**src/rtl/core_seq_pkg.sv**
```systemverilog
// Shared types and constants for the matmul core job sequencer and its helpers.
package core_seq_pkg;

  localparam int unsigned DEF_COMPUTE_CYCLES = 11;
  localparam int unsigned CNT_W              = 8;

  typedef enum logic [2:0] {
    IDLE,
    LOAD_W,
    LOAD_A,
    COMPUTE,
    RESULT,
    DONE
  } seq_state_t;

endpackage

```
**src/rtl/core_sequencer_if.sv**
```systemverilog
// Job, tile and result handshakes between the front end and the core sequencer.
interface core_sequencer_if #(
  parameter int unsigned TILE_W = 8
);

  logic              start;
  logic [TILE_W-1:0] num_tiles;
  logic              w_valid;
  logic              w_ready;
  logic              a_valid;
  logic              a_ready;
  logic              weight_load;
  logic              act_load;
  logic              res_valid;
  logic              res_ready;
  logic [TILE_W-1:0] tile_idx;
  logic              busy;
  logic              done;

  modport master (
    output start, num_tiles, w_valid, a_valid, res_ready,
    input  w_ready, a_ready, weight_load, act_load, res_valid, tile_idx, busy, done
  );

  modport slave (
    input  start, num_tiles, w_valid, a_valid, res_ready,
    output w_ready, a_ready, weight_load, act_load, res_valid, tile_idx, busy, done
  );

endinterface

```
**src/rtl/seq_counter.sv**
```systemverilog
// Loadable down-counter that saturates at zero; shared with the tile-memory controller.
module seq_counter #(
  parameter int unsigned WIDTH = 8
) (
  input  logic             clk,
  input  logic             reset,
  input  logic             load,
  input  logic [WIDTH-1:0] load_value,
  input  logic             dec,
  output logic [WIDTH-1:0] value,
  output logic             zero
);

  always_ff @(posedge clk or posedge reset) begin
    if (reset) begin
      value <= '0;
    end else if (load) begin
      value <= load_value;
    end else if (dec && (value != '0)) begin
      value <= value - WIDTH'(1);
    end
  end

  assign zero = (value == '0);

endmodule

```
**src/rtl/core_sequencer.sv**
```systemverilog
// Job-level controller for the 4x4 systolic core: one weight tile, N activation
// tiles, fixed compute latency per tile, result handed downstream per tile.
module core_sequencer
  import core_seq_pkg::*;
#(
  parameter int unsigned TILE_W         = 8,
  parameter int unsigned COMPUTE_CYCLES = DEF_COMPUTE_CYCLES
) (
  input  logic             clk,
  input  logic             reset,
  core_sequencer_if.slave  bus
);

  localparam logic [CNT_W-1:0] LAT_INIT = CNT_W'(COMPUTE_CYCLES - 1);

  seq_state_t        state;
  seq_state_t        state_nx;
  logic [TILE_W-1:0] tile_cnt;
  logic [TILE_W-1:0] tile_idx_q;
  logic              last_tile;

  logic [CNT_W-1:0]  cnt_value;
  logic              cnt_zero;
  logic              cnt_load;
  logic              cnt_dec;

  logic              w_ready;
  logic              a_ready;
  logic              weight_load;
  logic              act_load;
  logic              res_valid;
  logic              done;

  seq_counter #(
    .WIDTH (CNT_W)
  ) u_lat_cnt (
    .clk        (clk),
    .reset      (reset),
    .load       (cnt_load),
    .load_value (LAT_INIT),
    .dec        (cnt_dec),
    .value      (cnt_value),
    .zero       (cnt_zero)
  );

  assign last_tile = (tile_idx_q == (tile_cnt - TILE_W'(1)));

  always_ff @(posedge clk or posedge reset) begin
    if (reset) begin
      state <= IDLE;
    end else begin
      state <= state_nx;
    end
  end

  always_comb begin
    state_nx    = state;
    w_ready     = 1'b0;
    a_ready     = 1'b0;
    weight_load = 1'b0;
    act_load    = 1'b0;
    res_valid   = 1'b0;
    done        = 1'b0;
    cnt_load    = 1'b0;
    cnt_dec     = 1'b0;
    unique case (state)
      IDLE: begin
        if (bus.start) begin
          state_nx = (bus.num_tiles != '0) ? LOAD_W : DONE;
        end
      end
      LOAD_W: begin
        w_ready = 1'b1;
        if (bus.w_valid) begin
          weight_load = 1'b1;
          state_nx    = LOAD_A;
        end
      end
      LOAD_A: begin
        a_ready = 1'b1;
        if (bus.a_valid) begin
          act_load = 1'b1;
          cnt_load = 1'b1;
          state_nx = (COMPUTE_CYCLES <= 1) ? RESULT : COMPUTE;
        end
      end
      COMPUTE: begin
        cnt_dec = 1'b1;
        // Leave on the step that takes the counter to 0, so RESULT coincides
        // with zero and the act_load-to-res_valid latency is COMPUTE_CYCLES.
        if ((cnt_value == CNT_W'(1)) || cnt_zero) begin
          state_nx = RESULT;
        end
      end
      RESULT: begin
        res_valid = 1'b1;
        if (bus.res_ready) begin
          state_nx = last_tile ? DONE : LOAD_A;
        end
      end
      DONE: begin
        done     = 1'b1;
        state_nx = IDLE;
      end
      default: state_nx = IDLE;
    endcase
  end

  always_ff @(posedge clk or posedge reset) begin
    if (reset) begin
      tile_cnt   <= '0;
      tile_idx_q <= '0;
    end else if ((state == IDLE) && bus.start) begin
      tile_cnt   <= bus.num_tiles;
      tile_idx_q <= '0;
    end else if ((state == RESULT) && bus.res_ready && !last_tile) begin
      tile_idx_q <= tile_idx_q + TILE_W'(1);
    end
  end

  assign bus.w_ready     = w_ready;
  assign bus.a_ready     = a_ready;
  assign bus.weight_load = weight_load;
  assign bus.act_load    = act_load;
  assign bus.res_valid   = res_valid;
  assign bus.done        = done;
  assign bus.busy        = (state != IDLE);
  assign bus.tile_idx    = tile_idx_q;

endmodule

```
**src/flat_wrapper.sv**
```systemverilog
// flat-port wrapper written by rule: the top's interface ports become plain ports
module core_sequencer_flat import core_seq_pkg::*;
#(
  parameter int unsigned TILE_W         = 8,
  parameter int unsigned COMPUTE_CYCLES = DEF_COMPUTE_CYCLES
)
  (clk, reset, bus_start, bus_num_tiles, bus_w_valid, bus_a_valid, bus_res_ready, bus_w_ready, bus_a_ready, bus_weight_load, bus_act_load, bus_res_valid, bus_tile_idx, bus_busy, bus_done);
  core_sequencer_if #(.TILE_W(TILE_W)) bus_i ();
  input  logic clk;
  input  logic reset;
  input wire logic [$bits(bus_i.start)-1:0] bus_start;
  input wire logic [$bits(bus_i.num_tiles)-1:0] bus_num_tiles;
  input wire logic [$bits(bus_i.w_valid)-1:0] bus_w_valid;
  input wire logic [$bits(bus_i.a_valid)-1:0] bus_a_valid;
  input wire logic [$bits(bus_i.res_ready)-1:0] bus_res_ready;
  output wire logic [$bits(bus_i.w_ready)-1:0] bus_w_ready;
  output wire logic [$bits(bus_i.a_ready)-1:0] bus_a_ready;
  output wire logic [$bits(bus_i.weight_load)-1:0] bus_weight_load;
  output wire logic [$bits(bus_i.act_load)-1:0] bus_act_load;
  output wire logic [$bits(bus_i.res_valid)-1:0] bus_res_valid;
  output wire logic [$bits(bus_i.tile_idx)-1:0] bus_tile_idx;
  output wire logic [$bits(bus_i.busy)-1:0] bus_busy;
  output wire logic [$bits(bus_i.done)-1:0] bus_done;
  assign bus_i.start = bus_start;
  assign bus_i.num_tiles = bus_num_tiles;
  assign bus_i.w_valid = bus_w_valid;
  assign bus_i.a_valid = bus_a_valid;
  assign bus_i.res_ready = bus_res_ready;
  assign bus_w_ready = bus_i.w_ready;
  assign bus_a_ready = bus_i.a_ready;
  assign bus_weight_load = bus_i.weight_load;
  assign bus_act_load = bus_i.act_load;
  assign bus_res_valid = bus_i.res_valid;
  assign bus_tile_idx = bus_i.tile_idx;
  assign bus_busy = bus_i.busy;
  assign bus_done = bus_i.done;
  core_sequencer #(.TILE_W(TILE_W), .COMPUTE_CYCLES(COMPUTE_CYCLES)) u_core (.clk(clk), .reset(reset), .bus(bus_i));
endmodule
```
**config.mk**
```make
export PLATFORM = sky130hd
export DESIGN_NAME = core_sequencer_flat
export DESIGN_NICKNAME = d
export VERILOG_FILES = /design/src/rtl/core_seq_pkg.sv /design/src/rtl/core_sequencer_if.sv /design/src/rtl/seq_counter.sv /design/src/rtl/core_sequencer.sv /design/src/flat_wrapper.sv
export SDC_FILE = /design/constraint.sdc
export NUM_CORES = 1
export LEC_CHECK = 0
export CAP_MARGIN = 5
export CORE_MARGIN = 2
export CORE_UTILIZATION = 47
export DETAILED_ROUTE_END_ITERATION = 6
export GPL_ROUTABILITY_DRIVEN = 0
export HOLD_SLACK_MARGIN = 0.06
export PLACE_DENSITY = 0.83
export RECOVER_POWER = 50
export SYNTH_ARGS = -nofsm -noshare
export SYNTH_HDL_FRONTEND = slang
export SYNTH_SLANG_ARGS = --single-unit
```
**constraint.sdc**
```tcl
create_clock -name clk -period 2.2 [get_ports clk]
set_input_delay 0.44 -clock clk [delete_from_list [all_inputs] [get_ports clk]]
set_output_delay 0.44 -clock clk [all_outputs]
set_load 0.02 [all_outputs]
```
==> flow_metrics.py <==
metrics = {
    "floorplan": {
        "start_util_pct": 49.2,
        "die_h_um": 63.3,
        "die-area_um2": 4010,
        "core-area_um2": 3360,
        "io_pins": 29,
        "rows": 21,
        "die_w_um": 63.3,
    },
    "sta": {
        "skew_ns": 0.00152,
        "fin_crit_ns": 2.19,
        "maxSlewViolCount": 0,
        "tightest_slew_ns": 1.43,
        "fmax_mhz": 456,
        "hold_violations": 0,
        "period_share_pct": 99.7,
        "setup_viol": 0,
        "rsz0062_at_grt": "true",
        "timing.slew.headroom_pct": 4.94,
    },
    "worst_setup_path": {
        "reg2reg_setup_slack_ns": 0.006,
        "start_kind": "register",
        "cp_data_arrival_time_ns": 2.46,
        "critical_path_peak_fanout": 8,
        "critPathRequiredTime_ns": 2.47,
        "endpoint_kind": "register",
        "path_class": "reg2reg",
        "ff2ff_path_depth": 6,
        "r2r-end": "u_core.bus.tile_idx[6]",
        "timing.rr.start": "u_core.tile_cnt[1]",
    },
    "routing": {
        "routed_wl_mm": 3.82,
        "viasPerCell": 5.33,
        "m1WireLength_mm": 1.81,
        "dr.max_layer_used": "met4",
        "drt_iter0_drc": 75,
        "num_vias": 1476,
        "drc": 0,
        "drtPass1Iterations": 4,
        "met2_wirelength_mm": 1.77,
        "antenna_left": 0,
        "met3_wirelength_um": 190,
        "wire_per_inst_um": 13.8,
    },
    "cells_and_area": {
        "drive_gt1_share_pct": 20.8,
        "nNetsFinal": 250,
        "antenna_cells": 0,
        "multiInputGateArea_um2": 1020,
        "ff_latch_area_um2": 679,
        "synthToLayoutAreaGrowth_pct": 34.7,
        "fin_cells": 277,
        "nFillCells": 268,
    },
    "clock_tree": {
        "path_clk_slew_ns": 0.14,
        "clock_latency_ns": 0.33,
        "cts_tree": "yes",
        "cts_hold_buf": 0,
        "cts_root_buf": "clkbuf_4",
        "h-tree-depth": 1,
        "cts_buffer_depth": 2,
        "cts_made_buffers": 3,
        "cts_sinks": 27,
    },
    "grt": {
        "grt.total_usage_pct": 19.6,
        "grt_overflow": 0,
        "grt_max_degree": 28,
        "antenna_found_initial": 0,
        "grt_pass1_wl_mm": 6.28,
        "grt_pass1_vias": 1403,
    },
    "min_path": {
        "hold_path_depth": 2,
        "hold_path_end": "u_core.tile_cnt[7]",
        "hp-class": "reg2reg",
        "hp-start": "u_core.tile_cnt[7]",
    },
    "logic_synthesis": {
        "ys.flop_type": "dfrtp_1",
        "synth_common_cells": "nand2_1, dfrtp_1, nor2_1, o21ai_0, xnor2_1",
        "ys_seq_area_share_pct": 40.8,
        "synth_area_leader_cell": "dfrtp_1",
        "synth_edf_count": 0,
        "ys_types": 44,
        "syn_nets": 205,
        "ys_ff_latch": 27,
        "ys_top_cells_by_area": "dfrtp_1, nand2_1, xnor2_1",
        "synthCells": 187,
        "ys_warn_count": 0,
        "async_flop_share_pct": 100,
        "netlist.area_leader.share_pct": 40.8,
        "postSynthAreaPerCell_um2": 8.85,
        "yosysMostFrequentCell": "nand2_1",
        "synth_area_um2": 1650,
    },
    "power_and_ir_drop": {
        "finalPower_uw": 2660,
        "powerDensity_nw_per_um2": 1190,
        "ir_drop_mv": 0.567,
        "leakage_uw": 0.000990,
    },
    "outcome": {
        "outcome": "finished clean",
    },
    "placed_design": {
        "dp_hpwl_mm": 2.71,
        "io_buffers": 28,
        "dp.cells": 271,
    },
    "flow_run": {
        "cap_violations": 0,
    },
}
## stage by stage
stage          util (%)  instance area (um2)  hold WS [ns]  setup TNS (ns)  setup slack, ns
2_1_floorplan         -                 1650         0.466               0           0.0564
3_3_place_gp       61.4                 2070         0.485         -0.0314          -0.0314
3_5_place_dp       61.4                 2070         0.522         -0.0753          -0.0525
4_1_cts            62.8                 2110         0.436               0          0.00182
5_1_grt            66.3                 2230         0.568          -0.366          -0.0902
6_report           66.3                 2230         0.547               0          0.00564
## sequential cells by signal (all words and copies together) (netlist names)
signal and flops:
u_core.u_lat_cnt.value 8, u_core.tile_cnt 8, u_core.state 3, u_core.bus.tile_idx 8
## cell usage in the layout, fill, tap and decap left out, types with 4 or more instances in the layout
| cell type | instances |
|---|---|
| nand3_1 | 8 |
| and2_1 | 4 |
| nor4_1 | 5 |
| xnor2_1 | 11 |
| buf_4 | 15 |
| nor2_1 | 15 |
| o21ai_0 | 9 |
| inv_1 | 10 |
| dlymetal6s2s_1 | 4 |
| nand2_1 | 31 |
| clkdlybuf4s50_1 | 21 |
| xor2_1 | 6 |
| dfrtp_1 | 24 |
## power breakdown
group | internal, uW | switching (uW) | leakage, uW
clock | 68.4 | 148 | 0.0000177
combinational | 746 | 804 | 0.000627
sequential | 670 | 227 | 0.000345
## cells by family after synthesis
kind of cell,share of synthesized area (%)
fa+ha+maj,3.03
buf+inv,4.84
mux,0.681
flops,40.8
xor+xnor,9.53
simple gates,27.2
compound gates,13.8
## metal layers
layer  vias up  GRT usage [%]
met3         6           2.68
li1        745              -
met4         0           6.52
met1       692           27.6
met2        33           31.1
met5         -              0
## worst max-delay path by stage
stage,startpoint,to,cells after the start
after floorplan,u_core.tile_cnt[0],u_core.state[1],8
final,u_core.tile_cnt[1],u_core.bus.tile_idx[6],6
after detailed placement,u_core.tile_cnt[0],u_core.state[1],8
after CTS,u_core.state[0],bus_w_ready,3
after global placement,u_core.tile_cnt[0],u_core.state[1],8
after global routing,u_core.tile_cnt[1],u_core.bus.tile_idx[6],6
## worst max-delay path, stage by stage, from the launching register on
cell     delay (ns)
dfrtp_1        0.44
or4_4          0.55
nor4_4         0.20
xnor2_2        0.13
a41o_4         0.31
or3_4          0.37
a21oi_2        0.13
## cell type report
cell class,count,area share (%)
clock buffer,3,1.01
clock inverter,1,0.225
inverter,11,1.85
multi-input combinational,145,45.8
sequential,27,30.5
tap,46,2.58
timing repair buffer,44,18.1
## timing repair
action,4_1_cts,5_1_grt
pin swaps,0,12
endpoints found under the hold margin,0,0
resized for setup,9,24
endpoints found under the setup margin,15,13
setup buffers,0,2
cloned,0,1
Note: power is estimated with default switching activity, not from simulation.
